**src/rtl/ultrasonic_array_ctrl_if.sv**
```systemverilog
// Control/status bundle between mobility logic
// and the ultrasonic ranger array controller.
interface ultrasonic_array_ctrl_if #(
  parameter int NUM_CH = 4,
  parameter int DIST_W = 16
);
  logic                     start;
  logic                     mode;
  logic [NUM_CH-1:0]        ch_en;
  logic [NUM_CH-1:0]        sensor_echo;
  logic [NUM_CH-1:0]        sensor_trig;
  logic [NUM_CH*DIST_W-1:0] distance;
  logic [NUM_CH-1:0]        valid;
  logic [NUM_CH-1:0]        err;
  logic                     busy;
  logic [2:0]               cur_ch;
  logic                     sweep_done;

  modport master (
    output start, mode, ch_en, sensor_echo,
    input  sensor_trig, distance, valid, err,
    input  busy, cur_ch, sweep_done
  );

  modport slave (
    input  start, mode, ch_en, sensor_echo,
    output sensor_trig, distance, valid, err,
    output busy, cur_ch, sweep_done
  );
endinterface

```
**src/rtl/ultrasonic_array_ctrl.sv**
```systemverilog
// Round-robin HC-SR04 array sequencer: one ping
// at a time, echo timed through a prescaler.
module ultrasonic_array_ctrl #(
  parameter int NUM_CH           = 4,
  parameter int DIST_W           = 16,
  parameter int CNT_W            = 22,
  parameter int TRIG_CYCLES      = 500,
  parameter int ECHO_WAIT_CYCLES = 925000,
  parameter int ECHO_MAX_CYCLES  = 1900000,
  parameter int HOLDOFF_CYCLES   = 3000000,
  parameter int DIV              = 2900
) (
  input logic                    clk50,
  input logic                    rst,
  ultrasonic_array_ctrl_if.slave bus
);

  localparam int PW = (DIV > 1) ? $clog2(DIV) : 1;

  localparam logic [CNT_W-1:0] T_TRIG =
    CNT_W'(TRIG_CYCLES - 1);
  localparam logic [CNT_W-1:0] T_WAIT =
    CNT_W'(ECHO_WAIT_CYCLES - 1);
  localparam logic [CNT_W-1:0] T_MAX =
    CNT_W'(ECHO_MAX_CYCLES - 1);
  localparam logic [CNT_W-1:0] T_HOLD =
    CNT_W'(HOLDOFF_CYCLES - 1);
  localparam logic [PW-1:0] P_LAST =
    PW'(DIV - 1);

  typedef enum logic [2:0] {
    IDLE,
    SELECT,
    TRIG,
    WAIT_ECHO,
    MEASURE,
    STORE,
    ERRW,
    HOLDOFF
  } state_t;

  state_t                   state;
  logic [NUM_CH-1:0]        echo_m;
  logic [NUM_CH-1:0]        echo_s;
  logic [CNT_W-1:0]         timer;
  logic [PW-1:0]            presc;
  logic [DIST_W-1:0]        dcnt;
  logic [3:0]               ptr;
  logic [2:0]               ch;
  logic [NUM_CH-1:0]        trig;
  logic [NUM_CH-1:0]        valid_r;
  logic [NUM_CH-1:0]        err_r;
  logic [NUM_CH*DIST_W-1:0] dist_r;
  logic                     done_r;
  logic                     echo;
  logic                     found;
  logic [2:0]               sel;

  // Two-flop synchroniser on every raw echo line.
  always_ff @(posedge clk50 or posedge rst) begin
    if (rst) begin
      echo_m <= '0;
      echo_s <= '0;
    end else begin
      echo_m <= bus.sensor_echo;
      echo_s <= echo_m;
    end
  end

  // Synchronised echo of the channel in service.
  always_comb begin
    echo = 1'b0;
    for (int i = 0; i < NUM_CH; i++)
      if (ch == 3'(i))
        echo = echo_s[i];
  end

  // Lowest enabled channel at or above the pointer.
  always_comb begin
    found = 1'b0;
    sel   = '0;
    for (int i = NUM_CH - 1; i >= 0; i--)
      if (bus.ch_en[i] && (4'(i) >= ptr)) begin
        found = 1'b1;
        sel   = 3'(i);
      end
  end

  // Sequencer, echo timing and result registers.
  always_ff @(posedge clk50 or posedge rst) begin
    if (rst) begin
      state   <= IDLE;
      timer   <= '0;
      presc   <= '0;
      dcnt    <= '0;
      ptr     <= '0;
      ch      <= '0;
      trig    <= '0;
      valid_r <= '0;
      err_r   <= '0;
      dist_r  <= '0;
      done_r  <= 1'b0;
    end else begin
      done_r <= 1'b0;
      unique case (state)
        IDLE: begin
          if (bus.start) begin
            if (|bus.ch_en) begin
              ptr   <= '0;
              state <= SELECT;
            end else begin
              done_r <= 1'b1;
            end
          end
        end
        SELECT: begin
          if (found) begin
            ch    <= sel;
            timer <= '0;
            for (int i = 0; i < NUM_CH; i++)
              trig[i] <= (sel == 3'(i));
            state <= TRIG;
          end else begin
            done_r <= 1'b1;
            ptr    <= '0;
            state  <= bus.mode ? SELECT : IDLE;
          end
        end
        TRIG: begin
          if (timer == T_TRIG) begin
            trig  <= '0;
            timer <= '0;
            state <= WAIT_ECHO;
          end else begin
            timer <= timer + 1'b1;
          end
        end
        WAIT_ECHO: begin
          if (echo) begin
            timer <= '0;
            presc <= '0;
            dcnt  <= '0;
            state <= MEASURE;
          end else if (timer == T_WAIT) begin
            state <= ERRW;
          end else begin
            timer <= timer + 1'b1;
          end
        end
        MEASURE: begin
          if (presc == P_LAST) begin
            presc <= '0;
            if (dcnt != '1)
              dcnt <= dcnt + 1'b1;
          end else begin
            presc <= presc + 1'b1;
          end
          if (!echo)
            state <= STORE;
          else if (timer == T_MAX)
            state <= ERRW;
          else
            timer <= timer + 1'b1;
        end
        STORE: begin
          for (int i = 0; i < NUM_CH; i++)
            if (ch == 3'(i)) begin
              dist_r[i*DIST_W +: DIST_W] <= dcnt;
              valid_r[i] <= 1'b1;
              err_r[i]   <= 1'b0;
            end
          timer <= '0;
          state <= HOLDOFF;
        end
        ERRW: begin
          for (int i = 0; i < NUM_CH; i++)
            if (ch == 3'(i)) begin
              valid_r[i] <= 1'b0;
              err_r[i]   <= 1'b1;
            end
          timer <= '0;
          state <= HOLDOFF;
        end
        HOLDOFF: begin
          if (timer == T_HOLD) begin
            ptr   <= {1'b0, ch} + 4'd1;
            state <= SELECT;
          end else begin
            timer <= timer + 1'b1;
          end
        end
        default: state <= IDLE;
      endcase
    end
  end

  assign bus.sensor_trig = trig;
  assign bus.distance    = dist_r;
  assign bus.valid       = valid_r;
  assign bus.err         = err_r;
  assign bus.busy        = (state != IDLE);
  assign bus.cur_ch      = ch;
  assign bus.sweep_done  = done_r;

endmodule

```
**src/flat_wrapper.sv**
```systemverilog
// flat-port wrapper written by rule: the top's interface ports become plain ports
module ultrasonic_array_ctrl_flat 
#(
  parameter int NUM_CH           = 4,
  parameter int DIST_W           = 16,
  parameter int CNT_W            = 22,
  parameter int TRIG_CYCLES      = 500,
  parameter int ECHO_WAIT_CYCLES = 925000,
  parameter int ECHO_MAX_CYCLES  = 1900000,
  parameter int HOLDOFF_CYCLES   = 3000000,
  parameter int DIV              = 2900
)
  (clk50, rst, bus_start, bus_mode, bus_ch_en, bus_sensor_echo, bus_sensor_trig, bus_distance, bus_valid, bus_err, bus_busy, bus_cur_ch, bus_sweep_done);
  ultrasonic_array_ctrl_if #(.NUM_CH(NUM_CH), .DIST_W(DIST_W)) bus_i ();
  input logic clk50;
  input logic rst;
  input wire logic [$bits(bus_i.start)-1:0] bus_start;
  input wire logic [$bits(bus_i.mode)-1:0] bus_mode;
  input wire logic [$bits(bus_i.ch_en)-1:0] bus_ch_en;
  input wire logic [$bits(bus_i.sensor_echo)-1:0] bus_sensor_echo;
  output wire logic [$bits(bus_i.sensor_trig)-1:0] bus_sensor_trig;
  output wire logic [$bits(bus_i.distance)-1:0] bus_distance;
  output wire logic [$bits(bus_i.valid)-1:0] bus_valid;
  output wire logic [$bits(bus_i.err)-1:0] bus_err;
  output wire logic [$bits(bus_i.busy)-1:0] bus_busy;
  output wire logic [$bits(bus_i.cur_ch)-1:0] bus_cur_ch;
  output wire logic [$bits(bus_i.sweep_done)-1:0] bus_sweep_done;
  assign bus_i.start = bus_start;
  assign bus_i.mode = bus_mode;
  assign bus_i.ch_en = bus_ch_en;
  assign bus_i.sensor_echo = bus_sensor_echo;
  assign bus_sensor_trig = bus_i.sensor_trig;
  assign bus_distance = bus_i.distance;
  assign bus_valid = bus_i.valid;
  assign bus_err = bus_i.err;
  assign bus_busy = bus_i.busy;
  assign bus_cur_ch = bus_i.cur_ch;
  assign bus_sweep_done = bus_i.sweep_done;
  ultrasonic_array_ctrl #(.NUM_CH(NUM_CH), .DIST_W(DIST_W), .CNT_W(CNT_W), .TRIG_CYCLES(TRIG_CYCLES), .ECHO_WAIT_CYCLES(ECHO_WAIT_CYCLES), .ECHO_MAX_CYCLES(ECHO_MAX_CYCLES), .HOLDOFF_CYCLES(HOLDOFF_CYCLES), .DIV(DIV)) u_core (.clk50(clk50), .rst(rst), .bus(bus_i));
endmodule
```
**config.mk**
```make
export PLATFORM = sky130hd
export DESIGN_NAME = ultrasonic_array_ctrl_flat
export DESIGN_NICKNAME = d
export VERILOG_FILES = /design/src/rtl/ultrasonic_array_ctrl_if.sv /design/src/rtl/ultrasonic_array_ctrl.sv /design/src/flat_wrapper.sv
export SDC_FILE = /design/constraint.sdc
export NUM_CORES = 1
export LEC_CHECK = 0
export CAP_MARGIN = 15
export CORE_MARGIN = 3
export CORE_UTILIZATION = 55
export DETAILED_ROUTE_END_ITERATION = 8
export DONT_BUFFER_PORTS = 1
export MAX_ROUTING_LAYER = met4
export PLACE_DENSITY = 0.8
export SETUP_SLACK_MARGIN = 0.5
export SYNTH_ARGS = -nofsm -noshare
export SYNTH_HDL_FRONTEND = slang
export SYNTH_SLANG_ARGS = --single-unit
```
**constraint.sdc**
```tcl
create_clock -name clk50 -period 5.4 [get_ports clk50]
set_clock_uncertainty 0.2 [all_clocks]
set_input_delay 0.54 -clock clk50 [delete_from_list [all_inputs] [get_ports clk50]]
set_output_delay 0.54 -clock clk50 [all_outputs]
set_load 0.01 [all_outputs]
```
* Word-level counts from Yosys, hierarchy flattened
Cells that the tools add are included.
Word-level totals: register bits 145, bits in latches 0, RAM bits 0, memory bits (read-only) 0, input bits 12, output and inout bits 81, logic and storage cells 162, memories 0
Operators by class: add/subtract/negate cells 4, multiply operators 0, divide/modulo/power cells 0, order comparisons 4, equal/unequal tests 42, shifts and indexed selects 0, mux-type cells 60, bitwise logic cells 0, reduce and logical (&&, ||, !) cells 30
Operators by type and width (count):
- 22-bit 2-to-1 mux | 7
- 22-bit case mux with 6 select lines | 1
- 16-bit 2-to-1 mux | 3
- 2-bit by 1-bit inequality test with 1-bit output, second input constant | 16
- 16-bit case mux with 2 select lines | 1
- 3-bit 2-to-1 mux | 9
- 12-bit 2-to-1 mux | 2
- 4-bit 2-to-1 mux | 6
- 12-bit case mux with 2 select lines | 1
- 4-bit case mux with 2 select lines | 3
- 22-bit by 1-bit adder with 22-bit output, second input constant | 1
- 22-bit by 20-bit equality test with 1-bit output, second input constant | 1
- 22-bit by 21-bit equality test with 1-bit output, second input constant | 1
- 22-bit equality test, second input constant | 1
- 22-bit by 9-bit equality test with 1-bit output, second input constant | 1
- 3-bit case mux with 7 select lines | 1
- 1-bit 2-to-1 mux | 20
- 16-bit by 1-bit adder with 16-bit output, second input constant | 1
- 16-bit inequality test, second input constant | 1
- 3-bit AND reduction | 5
- 12-bit by 1-bit adder with 12-bit output, second input constant | 1
- 12-bit equality test, second input constant | 1
- 3-bit by 2-bit equality test with 1-bit output, second input constant | 4
- 3-bit equality test, second input constant | 4
- 24 further kinds | 48

* Longest topological paths before layout
Gate-level depths: netlist of the first run.
word-level depth 9, depth in mapped cells 10, depth with buffers taken out 8

* Worst setup path after synthesis of the first run
OpenSTA, ideal clock, no wires.
path type reg-to-reg, start register u_core.ch[0] (netlist: u_core.bus.cur_ch[0]), end register u_core.timer[10], arrival time 2.217 ns, required time 5.079 ns, path slack 2.862 ns, cell stages (with the launch flop) 11, period minus slack after synthesis 2.538 ns, cells stage by stage dfrtp_1 ha_1 clkbuf_1 nor2_1 and3_1 nor2_1 o32ai_2 or2_0 buf_2 buf_6 a22o_1
On the way: longest elaborated chain between the ends 7, elaborated cells between the ends (all ways) 13, classes of those cells 5 x eq/ne; 6 x mux; 2 x reduce/logical
RTL lines:
- start: declaration | RTL line ultrasonic_array_ctrl.sv:49 | logic [2:0] ch;
- start signal: assignment | RTL line ultrasonic_array_ctrl.sv:118 | ch <= sel;
- 3-bit zero test | RTL line ultrasonic_array_ctrl.sv:74 | if (ch == 3'(i))
- 1-bit 2-to-1 mux (3 in a row) | RTL line ultrasonic_array_ctrl.sv:74
- 1-bit 2-to-1 mux (*) | RTL line ultrasonic_array_ctrl.sv:74
- 3-bit by 2-bit inequality test with 1-bit output (no line), or another cell as far along
- 6-bit AND reduction (no line) or 22-bit case mux with 6 select lines (tied branches)
- end signal: assignment | RTL line ultrasonic_array_ctrl.sv:135 | timer <= timer + 1'b1;
- end signal: assignment | RTL line ultrasonic_array_ctrl.sv:147 | timer <= timer + 1'b1;
- end signal: assignment | RTL line ultrasonic_array_ctrl.sv:163 | timer <= timer + 1'b1;
- end: declaration | RTL line ultrasonic_array_ctrl.sv:45 | logic [CNT_W-1:0] timer;
Mark *: on every way between the ends. The rest lies on a longest branch, timed or not. A chain may end at the register's enable or synchronous reset.

* Worst setup path in the final report of the first run
start register u_core.state[2], end register u_core.timer[0]
On the way: longest elaborated chain between the ends 4, elaborated cells between the ends (all ways) 16, classes of those cells 12 x eq/ne; 1 x mux; 3 x reduce/logical
RTL lines:
- start: declaration | RTL line ultrasonic_array_ctrl.sv:42 | state_t state;
- start signal: assignment | RTL line ultrasonic_array_ctrl.sv:126 | state <= bus.mode ? SELECT : IDLE;
- 3-bit equality test | RTL line ultrasonic_array_ctrl.sv:105 | unique case (state)
- 2-bit OR reduction (no line)
- 6-bit nonzero test (no line)
- 6-bit AND reduction (no line)
Parallel ways exist; a longest one is shown, timed or not.

==> metrics.json, run 1 <==
{
  "outcome": {"value": "finished clean"},
  "initialDrtViolationCount": {"value": 412},
  "worst_r2r_path_depth": {"value": 5},
  "synth_cells": {"value": 672},
  "grt_max_degree": {"value": 88},
  "post_route_utilization": {"value": 62.9, "unit": "%"},
  "crit_required": {"value": 5.55, "unit": "ns"},
  "numCtsBuffers": {"value": 17},
  "post_synth_main_area_contributors": {"value": "dfrtp_1 51%, mux2_2 9.9%, nor2_1 3.6%"},
  "avgSynthCellArea": {"value": 10.4, "unit": "µm²"},
  "fin_crit_sh": {"value": 62.0, "unit": "%"},
  "fp.dieW": {"value": 119, "unit": "µm"},
  "ir_worst_vdd": {"value": 258, "unit": "µV"},
  "routability_congestion_estimate_from_global_placement": {"value": 0.929},
  "dieHeight": {"value": 119, "unit": "µm"},
  "timing.hold.worst_path_depth": {"value": 0},
  "cts_num_sinks": {"value": 143},
  "cp_slowest_stage_delay": {"value": 0.91, "unit": "ns"},
  "io-pin-count": {"value": 93},
  "cp.buffers_inverters": {"value": 1},
  "areaGrowthSynthToFinish": {"value": 10.3, "unit": "%"},
  "synth_enable_flop_cells": {"value": 0},
  "antenna_violations_before_repair": {"value": 0},
  "final_nets": {"value": 681},
  "clock_insertion_delay_worst_skew": {"value": 0.42, "unit": "ns"},
  "worstSetupPathType": {"value": "register to register"},
  "synth_top_area_share": {"value": 51.4, "unit": "%"},
  "cts.hold.buffers_added": {"value": 5},
  "layout-drive-gt1-share": {"value": 16.5, "unit": "%"},
  "drt_pass_1_iters": {"value": 5},
  "min_path_type": {"value": "register to register"},
  "start_util": {"value": 57.0, "unit": "%"},
  "max_slew_margin": {"value": 32.2, "unit": "%"},
  "final_max_tran_viols": {"value": 0},
  "rrSetupSlack": {"value": 2.05, "unit": "ns"},
  "postRouteWirelength": {"value": 16700, "unit": "µm"},
  "final.setup.tns": {"value": 0, "unit": "ns"},
  "ys_top_cells_by_count": {"value": "143 x dfrtp_1, 66 x nor2_1, 61 x mux2_2"},
  "setup_repair_after_global_routing_missed_its_margin": {"value": "no"},
  "vias_in_the_first_global_route": {"value": 5269},
  "cts.repair_timing.setup_buffer_count": {"value": 0},
  "finalCriticalPeriod": {"value": 3.35, "unit": "ns"},
  "power.density": {"value": 298, "unit": "nW/µm²"},
  "worst_setup_path_end_kind": {"value": "register"},
  "cell_type_with_the_highest_aggregate_area_in_the_netlist": {"value": "dfrtp_1"},
  "layout.cell_area.non_filler": {"value": 7680, "unit": "µm²"},
  "timing_hold_violations_final": {"value": 0},
  "route.detailed.wl_per_inst": {"value": 19.8, "unit": "µm"},
  "synth_fp_nets": {"value": 692},
  "clkTransAtPathRegs": {"value": 0.06, "unit": "ns"},
  "regToRegEndpoint": {"value": "u_core.timer[0]"},
  "yosys_register_bits": {"value": 143},
  "count_leader_synth": {"value": "dfrtp_1"},
  "drv.max_cap_violation_count": {"value": 0},
  "post_detail_place_hpwl": {"value": 11400, "unit": "µm"},
  "hold-path-endpoint": {"value": "u_core.echo_s[2]"},
  "antenna_left": {"value": 0},
  "design.core.area": {"value": 12200, "unit": "µm²"},
  "critPathTopFamily": {"value": "simple AND/OR/NAND/NOR gates"},
  "final.setup.worst_slack": {"value": 2.05, "unit": "ns"},
  "dp_worst_setup_slack": {"value": 2.12, "unit": "ns"},
  "timing_worst_slew_pin_value": {"value": 1.01, "unit": "ns"},
  "first_pass_grt_wire_length": {"value": 27600, "unit": "µm"},
  "yosysUniqueCellTypes": {"value": 66},
  "crit_slowest_cell": {"value": "dfrtp_1"},
  "clock-root-buffer": {"value": "clkbuf_16"},
  "critical_path_peak_fanout": {"value": 32},
  "mappedNetlistArea": {"value": 6970, "unit": "µm²"},
  "cts_tree": {"value": "yes"},
  "path_cells": {"value": "inv_1 > nor3_1 > a32o_2 > or2_0 > mux2_2"},
  "critPathLaunchType": {"value": "register"},
  "drc_errors": {"value": 0},
  "worst_r2r_startpoint": {"value": "u_core.state[2]"},
  "crit_arrival": {"value": 3.50, "unit": "ns"},
  "final-setup-viol-count": {"value": 0},
  "ys_seq_area_share": {"value": 51.4, "unit": "%"},
  "antenna_cells": {"value": 0},
  "cts_htree_levels": {"value": 4},
  "routed_via_density": {"value": 6.30},
  "total_global_route_track_usage": {"value": 25.0, "unit": "%"},
  "placement.cell_area": {"value": 7040, "unit": "µm²"},
  "synthArstFlopShare": {"value": 100, "unit": "%"},
  "p_leak": {"value": 3.38, "unit": "nW"},
  "synth_top_flop_cell": {"value": "dfrtp_1"},
  "clk_path_buf_depth": {"value": 2},
  "numPortBuffers": {"value": 0},
  "cts_resized": {"value": 0},
  "yosys_warnings": {"value": 0},
  "total_gr_overflow": {"value": 0},
  "dieArea": {"value": 14100, "unit": "µm²"},
  "core.rowCount": {"value": 40},
  "achievable-frequency": {"value": 299, "unit": "MHz"},
  "vias": {"value": 5304},
  "min_from": {"value": "u_core.echo_m[2]"}
}
[flip-flops by register name (all words and copies together) (netlist names), 4 cells and up]
signal	cells
u_core.bus.distance	64
u_core.echo_m	4
u_core.dcnt	16
u_core.bus.valid	4
u_core.echo_s	4
u_core.timer	22
u_core.presc	12
u_core.bus.sensor_trig	4
u_core.bus.err	4
[per-layer routing]
metal	share of wire, %	up-vias	global-route usage [%]
li1	-	2423	-
met1	41	2655	31.7
met2	51	206	40.7
met3	6.7	20	5.69
met4	0.89	0	7.10
met5	0	-	-
[how the worst max path moves through the flow]
stage	from	endpoint	slack, ns	cells after the start
detailed placement	u_core.state[2]	u_core.timer[0]	2.12	5
floorplan	rst	u_core.bus.cur_ch[0]	0.82	1
CTS	u_core.state[2]	u_core.timer[0]	2.09	5
global placement	u_core.timer[0]	u_core.ptr[2]	2.24	7
global route	u_core.state[2]	u_core.timer[0]	1.73	5
finish	u_core.state[2]	u_core.timer[0]	2.05	5
[power by group]
group	internal (mW)	switching, mW	total (mW)
sequential	1.07	0.000978	1.08
clock	0.702	0.479	1.18
combinational	0.00634	0.0262	0.0326
[cell type report]
class / instances / area [µm²]
Timing Repair Buffer: 9 / 80.1
Fill cell: 980 / 4530
Multi-Input combinational cell: 473 / 3150
Tap cell: 168 / 210
Clock buffer: 19 / 443
Clock inverter: 13 / 153
Inverter: 17 / 68.8
Sequential cell: 143 / 3580
[per-stage QoR]
step	hold WS, ns	instances	total power, mW
floorplan	0.131	672	1.12
global placement	0.134	805	1.12
detailed placement	0.135	805	1.13
CTS	0.148	842	2.30
global route	0.161	842	2.35
finish	0.148	842	2.29
[cells by family after synthesis]
kind of cell	Yosys count	share of synthesized area (%)
buf+inv	56	3.50
simple gates	252	18.4
xor+xnor	17	2.14
fa+ha+maj	8	1.44
mux	65	10.5
other cells	1	0.0538
flops	143	51.4
compound gates	130	12.6
[cells in the final DEF, fill, tap and decap left out, types with 3 or more instances in the layout]
cell	instances
clkinvlp_4	4
a21oi_1	7
a31oi_1	12
or3_1	3
mux2_1	4
and2_1	6
nor2_1	66
buf_4	4
o31ai_1	9
nand4_1	15
inv_6	3
nand2b_1	8
xor2_1	6
nor3_1	18
a211o_1	10
a41oi_1	3
o22ai_1	3
o41ai_1	3
mux2_2	61
nand3_1	33
dlygate4sd3_1	5
a211oi_1	3
nand2_1	55
nor4_1	11
o21ai_1	7
nor2b_1	3
inv_1	16
ha_1	8
o21ai_0	43
and3_1	12
xnor2_1	11
clkbuf_16	17
dfrtp_1	143
a22o_1	12
Power figures use the tool's default switching activity.
==> run 2, diff against run 1 <==
Settings changed: PLACE_DENSITY 0.8 to 0.83.
Clock period 5.4 ns to 3 ns, I/O delays scaled along.
==> run 2 against run 1 <==
Net effect: hold slack got worse by 0.030 ns; non-clock buffer count rose by 41; combinational power increased by 98%; register-to-register slack lost 1.7 ns; largest cell class unchanged; via count is 7.4% higher; die area unchanged.
==> metrics.json, run 2 (synthesis results as in run 1) <==
{
  "final_nets": {"value": 723},
  "worstSetupPathType": {"value": "register to register"},
  "final-setup-viol-count": {"value": 0},
  "worst_setup_path_end_kind": {"value": "register"},
  "outcome": {"value": "finished clean"},
  "layout-drive-gt1-share": {"value": 27.0, "unit": "%"},
  "postRouteWirelength": {"value": 18400, "unit": "µm"},
  "crit_required": {"value": 3.11, "unit": "ns"},
  "cts_num_sinks": {"value": 143},
  "rrSetupSlack": {"value": 0.39, "unit": "ns"},
  "p_leak": {"value": 3.67, "unit": "nW"},
  "dp_worst_setup_slack": {"value": 0.183, "unit": "ns"},
  "areaGrowthSynthToFinish": {"value": 19.3, "unit": "%"},
  "clock-root-buffer": {"value": "clkbuf_16"},
  "final_max_tran_viols": {"value": 0},
  "drt_pass_1_iters": {"value": 6},
  "placement.cell_area": {"value": 7200, "unit": "µm²"},
  "grt_max_degree": {"value": 144},
  "grtUsageMet2": {"value": 43.9, "unit": "%"},
  "final_common_cell": {"value": "dfrtp_1"},
  "worst_r2r_startpoint": {"value": "u_core.timer[14]"},
  "dieArea": {"value": 14100, "unit": "µm²"},
  "numPortBuffers": {"value": 0},
  "antenna_violations_before_repair": {"value": 0},
  "layout.cell_area.non_filler": {"value": 8310, "unit": "µm²"},
  "antenna_left": {"value": 0},
  "largest_register_ffs": {"value": 64},
  "vias": {"value": 5695},
  "regToRegEndpoint": {"value": "u_core.timer[15]"},
  "antenna_cells": {"value": 0},
  "min_path_type": {"value": "input port to register"},
  "post_detail_place_hpwl": {"value": 11200, "unit": "µm"},
  "cts_htree_levels": {"value": 4},
  "grt.met1_usage": {"value": 30.5, "unit": "%"},
  "grt.met3_usage": {"value": 7.13, "unit": "%"},
  "finish.cell_count_without_fillers": {"value": 883},
  "top_usage_layer": {"value": "met2"},
  "numCtsBuffers": {"value": 17},
  "hold-path-endpoint": {"value": "u_core.bus.sweep_done"},
  "min_from": {"value": "bus_start"},
  "vias_in_the_first_global_route": {"value": 5728},
  "timing_worst_slew_pin_value": {"value": 0.743, "unit": "ns"},
  "power.density": {"value": 492, "unit": "nW/µm²"},
  "crit_arrival": {"value": 2.72, "unit": "ns"},
  "total_gr_overflow": {"value": 0},
  "achievable-frequency": {"value": 383, "unit": "MHz"},
  "finalCriticalPeriod": {"value": 2.61, "unit": "ns"},
  "setup_repair_after_global_routing_missed_its_margin": {"value": "yes"},
  "dieHeight": {"value": 119, "unit": "µm"},
  "design.core.area": {"value": 12200, "unit": "µm²"},
  "io-pin-count": {"value": 93},
  "critPathLaunchType": {"value": "register"},
  "total_global_route_track_usage": {"value": 26.5, "unit": "%"},
  "first_pass_grt_wire_length": {"value": 29200, "unit": "µm"},
  "core.rowCount": {"value": 40},
  "worst_r2r_path_depth": {"value": 7},
  "timing_hold_violations_final": {"value": 0},
  "final.setup.worst_slack": {"value": 0.390, "unit": "ns"},
  "fp.dieW": {"value": 119, "unit": "µm"},
  "layout.cells.most_common_list": {"value": "134 x dfrtp_1, 63 x nor2_1, 61 x mux2_2, 55 x nand2_1, 39 x o21ai_0"},
  "cts_tree": {"value": "yes"},
  "clk_path_buf_depth": {"value": 2},
  "start_util": {"value": 57.0, "unit": "%"},
  "timing.hold.worst_path_depth": {"value": 3},
  "drc_errors": {"value": 0},
  "critical_path_peak_fanout": {"value": 22},
  "drv.max_cap_violation_count": {"value": 0},
  "max_slew_margin": {"value": 50.5, "unit": "%"},
  "initialDrtViolationCount": {"value": 592},
  "clock_insertion_delay_worst_skew": {"value": 0.43, "unit": "ns"},
  "numPlacedInstances": {"value": 824},
  "routability_congestion_estimate_from_global_placement": {"value": 0.961},
  "final.setup.tns": {"value": 0, "unit": "ns"},
  "fin_crit_sh": {"value": 87.0, "unit": "%"},
  "routed_via_density": {"value": 6.45},
  "route.detailed.wl_per_inst": {"value": 20.8, "unit": "µm"},
  "ir_worst_vdd": {"value": 712, "unit": "µV"},
  "clkTransAtPathRegs": {"value": 0.06, "unit": "ns"}
}
-- run 2: cell count changes in the layout (fill, tap and decap cells not counted), sizes merged --
cell         change
dlygate4sd3      +2
nand3            +1
inv              -2
clkbuf           +1
buf             +39
-- run 2: repair_timing --
| item | CTS | global route |
|---|---|---|
| cloned | 1 | 0 |
| hold buffers | 7 | 0 |
| resized for setup | 32 | 37 |
| buffers inserted | 10 | 10 |
| endpoints found under the setup margin | 30 | 39 |
| endpoints found under the hold margin | 148 | 0 |
| pin swaps | 9 | 7 |
-- run 2: how the worst max path moves through the flow --
stage | from | endpoint | slack, ns
floorplan | u_core.timer[20] | u_core.timer[10] | 0.50
global placement | u_core.bus.cur_ch[1] | u_core.timer[12] | 0.32
global route | u_core.bus.cur_ch[0] | u_core.dcnt[10] | 0.36
CTS | u_core.timer[15] | u_core.timer[8] | 0.48
finish | u_core.timer[14] | u_core.timer[15] | 0.39
detailed placement | u_core.bus.cur_ch[0] | u_core.timer[8] | 0.18
-- run 2: routing by layer --
layer,share of wire (%),vias up
met3,8.0,75
met5,0,-
met2,50,310
li1,-,2512
met4,3.9,0
met1,38,2798
-- run 2: cell type report --
| cell class | count | area, µm² |
|---|---|---|
| clock inverters | 11 | 134 |
| well taps | 168 | 210 |
| multi-input cells | 474 | 3410 |
| inverters | 17 | 70.1 |
| flip-flops and latches | 143 | 3590 |
| fillers | 867 | 3900 |
| repair buffers | 50 | 458 |
| clock buffers | 20 | 447 |
-- run 2: worst max-delay path, cell delays in order, from the launching register on --
cell and delay, ns:
dfrtp_1 0.40, or4_4 0.59, nor4_2 0.33, nand4_1 0.22
a22oi_2 0.27, buf_12 0.19, o41ai_1 0.09, a22o_1 0.20
-- run 2: stage by stage --
| stage | power, mW | hold WS, ns | utilization (%) |
|---|---|---|---|
| floorplan | 2.01 | 0.131 | - |
| global placement | 2.03 | 0.131 | 59.0 |
| detailed placement | 2.03 | 0.131 | 59.0 |
| CTS | 4.10 | 0.110 | 66.2 |
| global route | 4.21 | 0.135 | 68.1 |
| finish | 4.09 | 0.118 | 68.1 |
-- run 2: report_power, final --
group / leakage [nW] / switching (mW) / internal (mW) / total (mW)
registers: 1.91 / 0.00161 / 1.93 / 1.94
logic: 1.48 / 0.0478 / 0.0167 / 0.0645
clock network: 0.275 / 0.835 / 1.25 / 2.09
total: 3.67 / 0.885 / 3.20 / 4.09
